<file path="config.mk">
export PLATFORM = sky130hd
export DESIGN_NAME = two_one_mux_arbiter
export DESIGN_NICKNAME = d
export VERILOG_FILES = /design/src/rtl/mux_arb_pkg.sv /design/src/rtl/two_one_mux_w.sv /design/src/rtl/two_one_mux_arbiter.sv
export SDC_FILE = /design/constraint.sdc
export NUM_CORES = 1
export LEC_CHECK = 0
export ABC_CLOCK_PERIOD_IN_PS = 3400
export BUFFER_PORTS_ARGS = -buffer_cell sky130_fd_sc_hd__buf_2
export CORE_MARGIN = 1.5
export CORE_UTILIZATION = 42
export DETAILED_ROUTE_END_ITERATION = 10
export PLACE_DENSITY_LB_ADDON = 0.08
export SLEW_MARGIN = 10
export SYNTH_ARGS = -nofsm -noshare
export SYNTH_HDL_FRONTEND = slang
export SYNTH_SLANG_ARGS = --single-unit
</file>
<file path="constraint.sdc">
create_clock -name clk -period 3.4 [get_ports clk]
set_clock_uncertainty 0.2 [all_clocks]
set_input_delay 0 -clock clk [delete_from_list [all_inputs] [get_ports clk]]
set_output_delay 0 -clock clk [all_outputs]
set_load 0.01 [all_outputs]
</file>
<file path="src/rtl/mux_arb_pkg.sv">
// Shared encodings for the two-requester mux arbiter: FSM states and mux select values.
package mux_arb_pkg;

  typedef enum logic [1:0] {
    ST_IDLE = 2'd0,
    ST_G0   = 2'd1,
    ST_G1   = 2'd2
  } state_e;

  localparam logic SEL_A = 1'b0;
  localparam logic SEL_B = 1'b1;

endpackage

</file>
<file path="src/rtl/two_one_mux_w.sv">
// Width-parameterised 2:1 datapath mux; sel=0 passes a, sel=1 passes b.
module two_one_mux_w #(
  parameter int W = 8
) (
  input  logic [W-1:0] a,
  input  logic [W-1:0] b,
  input  logic         sel,
  output logic [W-1:0] op
);

  assign op = sel ? b : a;

endmodule

</file>
<file path="src/rtl/two_one_mux_arbiter.sv">
// Round-robin arbiter sharing one 2:1 mux output between two packet requesters,
// with packet locking, a MAX_HOLD beat limit and back-to-back handoff.
module two_one_mux_arbiter
  import mux_arb_pkg::*;
#(
  parameter int W        = 8,
  parameter int MAX_HOLD = 4
) (
  input  logic         clk,
  input  logic         rst_n,
  input  logic         req0,
  input  logic         last0,
  input  logic [W-1:0] a,
  input  logic         req1,
  input  logic         last1,
  input  logic [W-1:0] b,
  input  logic         op_ready,
  output logic         gnt0,
  output logic         gnt1,
  output logic         sel,
  output logic [W-1:0] op,
  output logic         op_valid
);

  localparam int CW = $clog2(MAX_HOLD + 1);
  localparam logic [CW-1:0] HOLD_LAST = CW'(MAX_HOLD - 1);

  state_e        state_q, state_d;
  logic          ptr_q, ptr_d;
  logic [CW-1:0] cnt_q, cnt_d;
  logic          sel_q, sel_d;
  logic          cur_req, cur_last, beat;

  // ptr names the side that wins when both request at once.
  function automatic state_e pick(input logic r0, input logic r1, input logic p);
    if (r0 && r1) return p ? ST_G1 : ST_G0;
    if (r0)       return ST_G0;
    if (r1)       return ST_G1;
    return ST_IDLE;
  endfunction

  always_comb begin
    state_d  = state_q;
    ptr_d    = ptr_q;
    cnt_d    = cnt_q;
    cur_req  = 1'b0;
    cur_last = 1'b0;
    beat     = 1'b0;
    case (state_q)
      ST_IDLE: state_d = pick(req0, req1, ptr_q);
      ST_G0, ST_G1: begin
        cur_req  = (state_q == ST_G1) ? req1 : req0;
        cur_last = (state_q == ST_G1) ? last1 : last0;
        beat     = cur_req & op_ready;
        if (!cur_req || (beat && (cur_last || cnt_q == HOLD_LAST))) begin
          // Release hands priority to the other side and re-arbitrates in the same cycle.
          ptr_d   = (state_q == ST_G0);
          cnt_d   = '0;
          state_d = pick(req0, req1, ptr_d);
        end else if (beat) begin
          cnt_d = cnt_q + CW'(1);
        end
      end
      default: state_d = ST_IDLE;
    endcase

    case (state_d)
      ST_G0:   sel_d = SEL_A;
      ST_G1:   sel_d = SEL_B;
      default: sel_d = sel_q;
    endcase
  end

  always_ff @(posedge clk or negedge rst_n) begin
    if (!rst_n) begin
      state_q <= ST_IDLE;
      ptr_q   <= 1'b0;
      cnt_q   <= '0;
      sel_q   <= SEL_A;
    end else begin
      state_q <= state_d;
      ptr_q   <= ptr_d;
      cnt_q   <= cnt_d;
      sel_q   <= sel_d;
    end
  end

  assign gnt0     = (state_q == ST_G0);
  assign gnt1     = (state_q == ST_G1);
  assign sel      = sel_q;
  assign op_valid = (gnt0 & req0) | (gnt1 & req1);

  two_one_mux_w #(.W(W)) u_mux (
    .a  (a),
    .b  (b),
    .sel(sel_q),
    .op (op)
  );

endmodule

</file>
==> flow_metrics.env <==
export IMPL_endpoint_kind="flip-flop"
export IMPL_clk_pin_slew_ps=50
export IMPL_worst_slack_ps=744.3
export IMPL_final_cell_area_um2=878.3
export IMPL_worst_path_max_fanout=4
export IMPL_area_delta_synth_final_pct=44.74
export IMPL_postRouteAntennaNets=0
export IMPL_placed_area_um2=792.0
export IMPL_grt_ovfl_total=0
export IMPL_rsz0062_at_grt="no"
export IMPL_drive_above_1_share_pct=47.57
export IMPL_worst_pin_slew_ps=386.0
export IMPL_routedWlPerCell_um=11.39
export IMPL_core_area_mm2=0.001318
export IMPL_htree_levels=1
export IMPL_drt_iter0_markers=2
export IMPL_final_min_clock_period_ps=2656
export IMPL_dieArea_mm2=0.001682
export IMPL_cts_sinks=7
export IMPL_mostFrequentLayoutCell="buf_2"
export IMPL_post_route_util_pct=66.67
export IMPL_dp_hpwl_um=1081
export IMPL_antenna_cells=0
export IMPL_ys_types=20
export IMPL_synth_top_area_share_pct=28.87
export IMPL_setup_violations=0
export IMPL_final_nets=135
export IMPL_final_hold_violation_count=0
export IMPL_most_common_layout_cells="34 x buf_2, 9 x mux2_2, 8 x ha_1"
export IMPL_vias_per_cell=5.008
export IMPL_post_route_drc_count=0
export IMPL_required_ps=3340
export IMPL_syn_area_um2=606.8
export IMPL_final_max_slew_violation_count=0
export IMPL_grt_max_degree=11
export IMPL_grt_usage_pct=19.55
export IMPL_root_buffer="clkbuf_4"
export IMPL_cts_tree="yes"
export IMPL_status="finished clean"
export IMPL_initial_utilization_pct=46.06
export IMPL_firstDrtPassIters=3
export IMPL_max_cap_violations=0
export IMPL_path_class="flip-flop to flip-flop"
export IMPL_die_w_um=41.01
export IMPL_pin_count=35
export IMPL_cts_buffer_depth=2
export IMPL_syn_inst=60
export IMPL_place_ws_ps=759.3
export IMPL_routabilityCongestion=0.7975
export IMPL_period_share_pct=78.11
export IMPL_grt_pass1_vias=515
export IMPL_grt_pass1_wl_um=2001
export IMPL_rows=13
export IMPL_fin_setup_tns_ps=0
export IMPL_synth_top_area_cell="dfrtp_1"
export IMPL_critPathLaunchType="flip-flop"
export IMPL_irDropWorstVdd_mv=0.4891
export IMPL_cp_arrival_ps=2590
export IMPL_synthTopCellsByArea="dfrtp_1 29%, mux2_2 17%, ha_1 16%"
export IMPL_p_total_uw=520.1
export IMPL_synth_area_per_cell_um2=10.11
export IMPL_clk_latency_ps=260
export IMPL_ys_ff_latch=7
export IMPL_vias=591
export IMPL_hold_class="primary input to flip-flop"
export IMPL_cts_inserted_buffers=3
export IMPL_portBuffers=34
export IMPL_yosysWarnings=0
export IMPL_max_slew_margin_pct=73.53
export IMPL_wl_um=1344
export IMPL_p_per_area_mw_per_mm2=592.1
export IMPL_ys_seq_area_share_pct=28.87
export IMPL_antenna_found_initial=0
export IMPL_dieHeight_um=41.01
export IMPL_fmax_mhz=376.5
export IMPL_synth_fp_nets=91
export IMPL_p_leak_nw=0.4497
[layer usage]
layer | wire length (um) | share of wire, % | vias to the layer above | GRT usage [%]
li1 | - | - | 299 | -
met1 | 530 | 39 | 279 | 16.61
met2 | 741 | 55 | 9 | 37.50
met3 | 51 | 3.8 | 4 | 8.152
met4 | 19 | 1.4 | 0 | 10.00
met5 | 0 | 0 | - | 0
[area by class of cell]
cell class,instances,area [um2]
multi-input cells,46,405.4
well taps,15,18.77
flip-flops and latches,7,175.2
fillers,116,439.2
inverters,6,22.52
clock buffers,4,26.28
repair buffers,40,230.2
[kinds of logic (layout without fill, tap and decap cells)]
kind of cell | after synthesis | after routing | synth area share (%)
compound gates | 13 | 13 | 15.46
mux | 13 | 13 | 24.12
fa+ha+maj | 8 | 8 | 16.50
simple gates | 12 | 12 | 10.72
buf+inv | 7 | 50 | 4.329
flops | 7 | 7 | 28.87
[cell usage after synthesis]
| library cell | number |
|---|---|
| mux2_4 | 1 |
| or4_4 | 1 |
| and2_1 | 1 |
| o21a_1 | 1 |
| clkbuf_1 | 1 |
| o21ai_1 | 2 |
| ha_1 | 8 |
| dfrtp_1 | 7 |
| nand2_1 | 5 |
| a21boi_0 | 2 |
| nand3_1 | 2 |
| mux2i_1 | 3 |
| o21ai_0 | 5 |
| a22o_1 | 1 |
| a211oi_4 | 1 |
| nand2b_1 | 2 |
| o31ai_1 | 1 |
| mux2_2 | 9 |
| inv_1 | 6 |
| nor2b_1 | 1 |
[critical path: stages, from the launching register on]
cell and delay [ps]:
dfrtp_1 400, inv_1 120, ha_1 210, mux2_4 330
a211oi_4 340, mux2i_1 220, o21ai_1 100, ha_1 300
mux2_2 320
[state kept, by name, indices dropped and copies added, names as in the netlist]
signal and count:
state_q 2, sel 1, ptr_q 1, cnt_q 3
[per-stage QoR]
stage | cells | hold WS (ps)
after floorplan | 60 | -495.6
after global placement | 108 | -358.1
after detailed placement | 108 | -356.1
after CTS | 118 | 14.25
after global routing | 118 | 22.47
final | 118 | 14.39
[report_power, final]
| group | switching [mW] | internal, mW | total, mW |
|---|---|---|---|
| combinational | 0.153 | 0.155 | 0.308 |
| sequential | 0.0278 | 0.108 | 0.136 |
| clock | 0.0313 | 0.0448 | 0.0761 |
[worst paths after layout]
check / slack, ps / start / cells after the start / end
max: 740 / state_q[0] / 8 / sel
min: 10 / last0 / 4 / cnt_q[2]
max reg2reg: 740 / state_q[0] / 8 / sel
min reg2reg: 280 / cnt_q[2] / 2 / cnt_q[2]
max in group asynchronous: 2250 / rst_n / 3 / state_q[0]
min in group asynchronous: 500 / rst_n / 3 / cnt_q[0]
[repair_timing]
action | in CTS | in global routing
buffers inserted | 0 | 0
hold buffers | 6 | 0
hold endpoints to repair | 12 | 0
resized for setup | 0 | 0
No activity file was read; power rests on OpenSTA's default activity.
